[config.mk]
export PLATFORM = sky130hd
export DESIGN_NAME = pipe_stage_skid_flat
export DESIGN_NICKNAME = d
export VERILOG_FILES = /design/src/rtl/pipe_pkg.sv /design/src/rtl/pipe_stage_skid_if.sv /design/src/rtl/pipe_slot.sv /design/src/rtl/pipe_stage_skid.sv /design/src/flat_wrapper.sv
export SDC_FILE = /design/constraint.sdc
export NUM_CORES = 1
export LEC_CHECK = 0
export CAP_MARGIN = 20
export CORE_MARGIN = 1
export CORE_UTILIZATION = 45
export DETAILED_ROUTE_END_ITERATION = 16
export DONT_BUFFER_PORTS = 1
export GPL_TIMING_DRIVEN = 0
export HOLD_SLACK_MARGIN = 0.02
export MAX_ROUTING_LAYER = met4
export PLACE_DENSITY = 0.57
export SYNTH_ARGS = -nofsm -noshare
export SYNTH_HDL_FRONTEND = slang
export SYNTH_SLANG_ARGS = --single-unit
[constraint.sdc]
create_clock -name clk -period 2.25 [get_ports clk]
set_input_delay 0.5625 -clock clk [delete_from_list [all_inputs] [get_ports clk]]
set_output_delay 0.5625 -clock clk [all_outputs]
set_load 0.01 [all_outputs]
[src/rtl/pipe_pkg.sv]
// Shared types and constants for valid/ready pipeline stage registers.
// Default widths describe the MEM/WB boundary of the core.
package pipe_pkg;

    // Occupancy of a skid stage: main slot drives the outputs,
    // the skid slot holds the younger beat while main is stalled.
    typedef enum logic [1:0] {
        OCC_EMPTY = 2'd0,
        OCC_ONE   = 2'd1,
        OCC_FULL  = 2'd2
    } occ_t;

    localparam int MEMWB_PAYLOAD_W = 103;
    localparam int MEMWB_CTRL_W    = 4;
    localparam int MEMWB_HALT_BIT  = 3;

    localparam logic [MEMWB_CTRL_W-1:0] MEMWB_CTRL_NOP = '0;

    typedef struct packed {
        logic [31:0] pc_plus_4;
        logic [31:0] data_alu;
        logic [31:0] dm_out;
        logic [4:0]  rd;
        logic [1:0]  spare;
    } memwb_payload_t;

    // ebreak sits in the MSB so that it lands on MEMWB_HALT_BIT.
    typedef struct packed {
        logic       ebreak;
        logic [1:0] ru_data_wr_src;
        logic       ru_wr;
    } memwb_ctrl_t;

endpackage

[src/rtl/pipe_stage_skid_if.sv]
// Valid/ready beat bundle: payload plus control field.
// master drives valid/payload/ctrl, slave drives ready.
interface pipe_stage_skid_if
    import pipe_pkg::*;
#(
    parameter int PAYLOAD_W = MEMWB_PAYLOAD_W,
    parameter int CTRL_W    = MEMWB_CTRL_W
);

    logic                 valid;
    logic                 ready;
    logic [PAYLOAD_W-1:0] payload;
    logic [CTRL_W-1:0]    ctrl;

    modport master (
        output valid,
        output payload,
        output ctrl,
        input  ready
    );

    modport slave (
        input  valid,
        input  payload,
        input  ctrl,
        output ready
    );

endinterface

[src/rtl/pipe_slot.sv]
// One beat register: valid bit, payload and control.
// Ports: clk, rst_n, clr (kill, priority), load, d_payload/d_ctrl in; valid/payload/ctrl out.
module pipe_slot
    import pipe_pkg::*;
#(
    parameter int                PAYLOAD_W = MEMWB_PAYLOAD_W,
    parameter int                CTRL_W    = MEMWB_CTRL_W,
    parameter logic [CTRL_W-1:0] CTRL_NOP  = '0
) (
    input  logic                 clk,
    input  logic                 rst_n,
    input  logic                 clr,
    input  logic                 load,
    input  logic [PAYLOAD_W-1:0] d_payload,
    input  logic [CTRL_W-1:0]    d_ctrl,
    output logic                 valid,
    output logic [PAYLOAD_W-1:0] payload,
    output logic [CTRL_W-1:0]    ctrl
);

    always_ff @(posedge clk or negedge rst_n) begin
        if (!rst_n) begin
            valid   <= 1'b0;
            payload <= '0;
            ctrl    <= CTRL_NOP;
        end else if (clr) begin
            valid   <= 1'b0;
            payload <= '0;
            ctrl    <= CTRL_NOP;
        end else if (load) begin
            valid   <= 1'b1;
            payload <= d_payload;
            ctrl    <= d_ctrl;
        end
    end

endmodule

[src/rtl/pipe_stage_skid.sv]
// Pipeline stage register with valid/ready handshake and optional 2-entry skid.
// Ports: clk, rst_n, flush; in_if (slave), out_if (master); halt_o sticky; stall_cnt saturating.
module pipe_stage_skid
    import pipe_pkg::*;
#(
    parameter int                PAYLOAD_W = MEMWB_PAYLOAD_W,
    parameter int                CTRL_W    = MEMWB_CTRL_W,
    parameter logic [CTRL_W-1:0] CTRL_NOP  = '0,
    parameter int                HALT_BIT  = MEMWB_HALT_BIT,
    parameter bit                SKID_EN   = 1'b1,
    parameter int                CNT_W     = 16
) (
    input  logic                     clk,
    input  logic                     rst_n,
    input  logic                     flush,
    pipe_stage_skid_if.slave         in_if,
    pipe_stage_skid_if.master        out_if,
    output logic                     halt_o,
    output logic [CNT_W-1:0]         stall_cnt
);

    occ_t state;
    occ_t nxt;

    logic in_ready;
    logic acc;
    logic dep;

    logic main_load;
    logic main_clr;
    logic skid_load;
    logic skid_clr;

    logic                 main_v;
    logic [PAYLOAD_W-1:0] main_payload;
    logic [CTRL_W-1:0]    main_ctrl;
    logic [PAYLOAD_W-1:0] main_d_payload;
    logic [CTRL_W-1:0]    main_d_ctrl;

    logic                 skid_v;
    logic [PAYLOAD_W-1:0] skid_payload;
    logic [CTRL_W-1:0]    skid_ctrl;

    // With skid, in_ready depends only on the state register, so there
    // is no combinational path from out_ready back to in_ready.
    assign in_ready = SKID_EN ? (state != OCC_FULL)
                              : (!main_v || out_if.ready);

    assign acc = in_if.valid && in_ready;
    assign dep = main_v && out_if.ready;

    // Main refills from skid whenever skid holds the older waiting beat.
    assign main_d_payload = skid_v ? skid_payload : in_if.payload;
    assign main_d_ctrl    = skid_v ? skid_ctrl    : in_if.ctrl;

    always_ff @(posedge clk or negedge rst_n) begin
        if (!rst_n) begin
            state <= OCC_EMPTY;
        end else begin
            state <= nxt;
        end
    end

    always_comb begin
        nxt       = state;
        main_load = 1'b0;
        main_clr  = 1'b0;
        skid_load = 1'b0;
        skid_clr  = 1'b0;
        if (flush) begin
            // A beat offered this cycle is dropped together with held ones.
            nxt      = OCC_EMPTY;
            main_clr = 1'b1;
            skid_clr = 1'b1;
        end else if (SKID_EN) begin
            unique case (state)
                OCC_EMPTY: begin
                    if (acc) begin
                        main_load = 1'b1;
                        nxt       = OCC_ONE;
                    end
                end
                OCC_ONE: begin
                    if (acc && dep) begin
                        main_load = 1'b1;
                    end else if (acc) begin
                        skid_load = 1'b1;
                        nxt       = OCC_FULL;
                    end else if (dep) begin
                        main_clr = 1'b1;
                        nxt      = OCC_EMPTY;
                    end
                end
                OCC_FULL: begin
                    if (dep) begin
                        main_load = 1'b1;
                        skid_clr  = 1'b1;
                        nxt       = OCC_ONE;
                    end
                end
                default: begin
                    nxt      = OCC_EMPTY;
                    main_clr = 1'b1;
                    skid_clr = 1'b1;
                end
            endcase
        end else begin
            if (acc) begin
                main_load = 1'b1;
                nxt       = OCC_ONE;
            end else if (dep) begin
                main_clr = 1'b1;
                nxt      = OCC_EMPTY;
            end
        end
    end

    pipe_slot #(
        .PAYLOAD_W (PAYLOAD_W),
        .CTRL_W    (CTRL_W),
        .CTRL_NOP  (CTRL_NOP)
    ) u_main (
        .clk       (clk),
        .rst_n     (rst_n),
        .clr       (main_clr),
        .load      (main_load),
        .d_payload (main_d_payload),
        .d_ctrl    (main_d_ctrl),
        .valid     (main_v),
        .payload   (main_payload),
        .ctrl      (main_ctrl)
    );

    pipe_slot #(
        .PAYLOAD_W (PAYLOAD_W),
        .CTRL_W    (CTRL_W),
        .CTRL_NOP  (CTRL_NOP)
    ) u_skid (
        .clk       (clk),
        .rst_n     (rst_n),
        .clr       (skid_clr),
        .load      (skid_load),
        .d_payload (in_if.payload),
        .d_ctrl    (in_if.ctrl),
        .valid     (skid_v),
        .payload   (skid_payload),
        .ctrl      (skid_ctrl)
    );

    always_ff @(posedge clk or negedge rst_n) begin
        if (!rst_n) begin
            halt_o <= 1'b0;
        end else if (dep && main_ctrl[HALT_BIT]) begin
            halt_o <= 1'b1;
        end
    end

    always_ff @(posedge clk or negedge rst_n) begin
        if (!rst_n) begin
            stall_cnt <= '0;
        end else if (main_v && !out_if.ready && (stall_cnt != '1)) begin
            stall_cnt <= stall_cnt + CNT_W'(1);
        end
    end

    assign in_if.ready    = in_ready;
    assign out_if.valid   = main_v;
    assign out_if.payload = main_payload;
    assign out_if.ctrl    = main_v ? main_ctrl : CTRL_NOP;

endmodule
[src/flat_wrapper.sv]
// flat-port wrapper written by rule: the top's interface ports become plain ports
module pipe_stage_skid_flat import pipe_pkg::*;
#(
    parameter int                PAYLOAD_W = MEMWB_PAYLOAD_W,
    parameter int                CTRL_W    = MEMWB_CTRL_W,
    parameter logic [CTRL_W-1:0] CTRL_NOP  = '0,
    parameter int                HALT_BIT  = MEMWB_HALT_BIT,
    parameter bit                SKID_EN   = 1'b1,
    parameter int                CNT_W     = 16
)
  (clk, rst_n, flush, halt_o, stall_cnt, in_if_valid, in_if_payload, in_if_ctrl, in_if_ready, out_if_valid, out_if_payload, out_if_ctrl, out_if_ready);
  pipe_stage_skid_if #(.PAYLOAD_W(PAYLOAD_W), .CTRL_W(CTRL_W)) in_if_i ();
  pipe_stage_skid_if #(.PAYLOAD_W(PAYLOAD_W), .CTRL_W(CTRL_W)) out_if_i ();
  input  logic clk;
  input  logic rst_n;
  input  logic flush;
  output logic halt_o;
  output logic [CNT_W-1:0] stall_cnt;
  input wire logic [$bits(in_if_i.valid)-1:0] in_if_valid;
  input wire logic [$bits(in_if_i.payload)-1:0] in_if_payload;
  input wire logic [$bits(in_if_i.ctrl)-1:0] in_if_ctrl;
  output wire logic [$bits(in_if_i.ready)-1:0] in_if_ready;
  output wire logic [$bits(out_if_i.valid)-1:0] out_if_valid;
  output wire logic [$bits(out_if_i.payload)-1:0] out_if_payload;
  output wire logic [$bits(out_if_i.ctrl)-1:0] out_if_ctrl;
  input wire logic [$bits(out_if_i.ready)-1:0] out_if_ready;
  assign in_if_i.valid = in_if_valid;
  assign in_if_i.payload = in_if_payload;
  assign in_if_i.ctrl = in_if_ctrl;
  assign in_if_ready = in_if_i.ready;
  assign out_if_valid = out_if_i.valid;
  assign out_if_payload = out_if_i.payload;
  assign out_if_ctrl = out_if_i.ctrl;
  assign out_if_i.ready = out_if_ready;
  pipe_stage_skid #(.PAYLOAD_W(PAYLOAD_W), .CTRL_W(CTRL_W), .CTRL_NOP(CTRL_NOP), .HALT_BIT(HALT_BIT), .SKID_EN(SKID_EN), .CNT_W(CNT_W)) u_core (.clk(clk), .rst_n(rst_n), .flush(flush), .in_if(in_if_i), .out_if(out_if_i), .halt_o(halt_o), .stall_cnt(stall_cnt));
endmodule
==> flow_metrics.py <==
metrics = {
    "logic_synthesis": {
        "synth.ff_latch_count": 235,
        "syn_inst": 717,
        "avgSynthCellArea_um2": 13.7,
        "yosys_warnings": 0,
        "synth_area_um2": 9860,
        "postSynthNetCount": 830,
        "async_flop_share": 1.00,
        "synth_ff_type": "dfrtp_1",
        "seq_area_frac_synth": 0.597,
        "ys_types": 44,
        "synth-edff-count": 0,
    },
    "timing": {
        "rsz0062_at_grt": "no",
        "hold_viol": 235,
        "relSlewSlack": 0.469,
        "worstMarginPinSlew_ns": 0.797,
        "min_period_over_period": 0.883,
        "setup_violations": 0,
        "tns_ns": 0,
        "finalMaxSlewViolations": 0,
        "clock_skew_ns": 0.0109,
        "fmax_mhz": 503,
        "period_needed_ns": 1.99,
        "fin_hold_ws_ns": -0.271,
    },
    "power_and_ir_drop": {
        "total_power_uw": 10500,
        "power.leakage_uw": 0.00497,
        "peakVddDrop_v": 0.000548,
        "powerDensity_nw_per_um2": 942,
    },
    "routing": {
        "routed_wl_um": 24200,
        "drt-pass1-iter-count": 4,
        "ant_nets": 0,
        "drtIter0Drc": 284,
        "wl_per_cell_um": 23.2,
        "vias_per_cell": 6.10,
        "drc": 0,
        "vias": 6346,
    },
    "clocking": {
        "clock-sinks": 235,
        "clkLatencyLatePin_ns": 0.52,
        "cts_buffer_depth": 3,
        "root_buffer": "clkbuf_16",
        "cts_tree": "done",
        "clk_pin_slew_ns": 0.06,
        "cts-buffers-inserted": 26,
        "h-tree-depth": 1,
    },
    "global_routing": {
        "first_global_vias": 6801,
        "grt_antenna_before_repair": 0,
        "grt_overflow_total": 0,
        "grt_first_pass_wirelength_um": 37900,
        "grt_max_degree": 236,
        "grt_usage": 0.222,
    },
    "final_layout": {
        "stdcell_count": 1040,
        "syn_to_final_growth_pct": 12.8,
        "final_cell_mix": "dfrtp_1 (235), a22o_1 (107), mux2i_1 (107), o2bb2ai_1 (107)",
        "layout_commonest_cell": "dfrtp_1",
        "nets": 858,
        "fill_cells": 1796,
        "layout-drive-gt1-share": 0.124,
        "num_antenna_cells": 0,
    },
    "run_status": {
        "outcome": "complete, but fails checks",
        "failed_checks": "negative hold slack",
    },
    "floorplan": {
        "die_w_um": 150,
        "rows": 53,
        "io_pins": 238,
        "die_h_um": 150,
        "dieArea_um2": 22500,
        "initial_core_util": 0.464,
        "core-area_um2": 21200,
    },
    "placed_design": {
        "dp_hpwl_um": 15900,
        "io_buffer_count": 0,
        "gp_congestion": 0.831,
        "post-place-cells": 992,
    },
    "critical_path": {
        "path_max_fanout": 10,
        "cp.arrival_ns": 2.44,
        "crit_type": "reg -> reg",
        "worstSetupStartpointType": "register",
        "regToRegStartpoint": "u_core.state[1]",
        "end_kind": "register",
        "crit_required_ns": 2.70,
        "startpoint": "u_core.state[1]",
    },
    "hold_path": {
        "hold_class": "in -> async",
    },
    "flow_run": {
        "drv_cap": 0,
    },
}
## kinds of logic after synthesis
| kind of cell | count (synthesis) | synth area share |
|---|---|---|
| DFF | 235 | 0.597 |
| AOI/OAI and AO/OA | 231 | 0.201 |
| muxes | 113 | 0.116 |
| buffers and inverters | 64 | 0.0362 |
| and+or+nand+nor | 63 | 0.0397 |
| xor gates and xnor gates | 10 | 0.00889 |
| adders and majority gates | 1 | 0.00127 |
## layout make-up
cell class / count / area, um^2 / area share
Sequential cell: 235 / 5880 / 0.529
Multi-Input combinational cell: 418 / 3620 / 0.326
Buffer: 62 / 349 / 0.0314
Clock inverter: 10 / 128 / 0.0115
Clock buffer: 38 / 787 / 0.0708
Inverter: 2 / 7.51 / 0.000675
Tap cell: 275 / 344 / 0.0309
## metrics by stage
stage	utilization	cell area, um^2	setup WS (ns)
6_report	0.524	11100	0.262
3_3_place_gp	0.481	10200	0.121
2_1_floorplan	-	9860	0.508
5_1_grt	0.524	11100	0.108
3_5_place_dp	0.481	10200	0.0541
4_1_cts	0.524	11100	0.0426
## worst paths after layout
| path | slack, ns | depth (start not counted) | to |
|---|---|---|---|
| worst min-delay path | -0.27 | 0 | u_core.u_main.payload[97] |
| min in group clk | 0.17 | 1 | u_core.u_skid.ctrl[2] |
| worst min register to register | 0.49 | 1 | u_core.u_main.ctrl[2] |
| worst max-delay path | 0.26 | 6 | u_core.u_skid.payload[98] |
| max in group asynchronous | 2.00 | 0 | u_core.u_skid.payload[39] |
| worst max register to register | 0.26 | 6 | u_core.u_skid.payload[98] |
## flip-flops by register name (all words and copies together), names as in the netlist
name / count
u_core.u_skid.valid: 1
u_core.stall_cnt: 16
u_core.u_skid.payload: 103
u_core.u_skid.ctrl: 4
u_core.u_main.valid: 1
u_core.state: 2
u_core.u_main.payload: 103
u_core.u_main.ctrl: 4
u_core.halt_o: 1
## synth_stat cells (3+ instances only)
library cell  count  share of area
nor3_1            6         0.0030
nand3_1           8         0.0041
mux2i_1         107           0.11
o21ai_0           3         0.0015
buf_6             8         0.0091
nand2_1           9         0.0034
nand4_1           4         0.0025
nand2b_1          6         0.0038
clkbuf_1         21         0.0080
a22o_1          107          0.095
dfrtp_1         235           0.60
mux2_1            4         0.0046
nor2_1            9         0.0034
buf_2            27          0.014
xor2_1            8         0.0071
buf_4             6         0.0046
a21oi_1           6         0.0030
o2bb2ai_1       107          0.095
and2_1            4         0.0025
## layer usage
layer / vias up / GRT usage / part of all wire
met4: 0 / 0.0667 / 0.025
met1: 3267 / 0.283 / 0.42
met3: 42 / 0.0668 / 0.098
met5: - / - / 0
met2: 231 / 0.343 / 0.46
li1: 2806 / - / -
## report_power, final
group / switching, uW / internal, uW / leakage [uW]
logic: 602 / 479 / 0.00131
registers: 392 / 4540 / 0.00320
clock network: 1700 / 2760 / 0.000454
## worst max-delay path: stages, from the launching register on
cell	delay [ns]
dfrtp_1	0.35
buf_2	0.16
nor2b_1	0.15
nand2_1	0.12
nor3_4	0.45
clkbuf_1	0.47
a22o_1	0.22
## repair_timing
action	in CTS	in global routing
gates resized for setup	0	1
setup buffers	0	0
endpoints found under the hold margin	235	235
setup endpoints to repair	0	43
No activity file was read; power rests on OpenSTA's default activity.
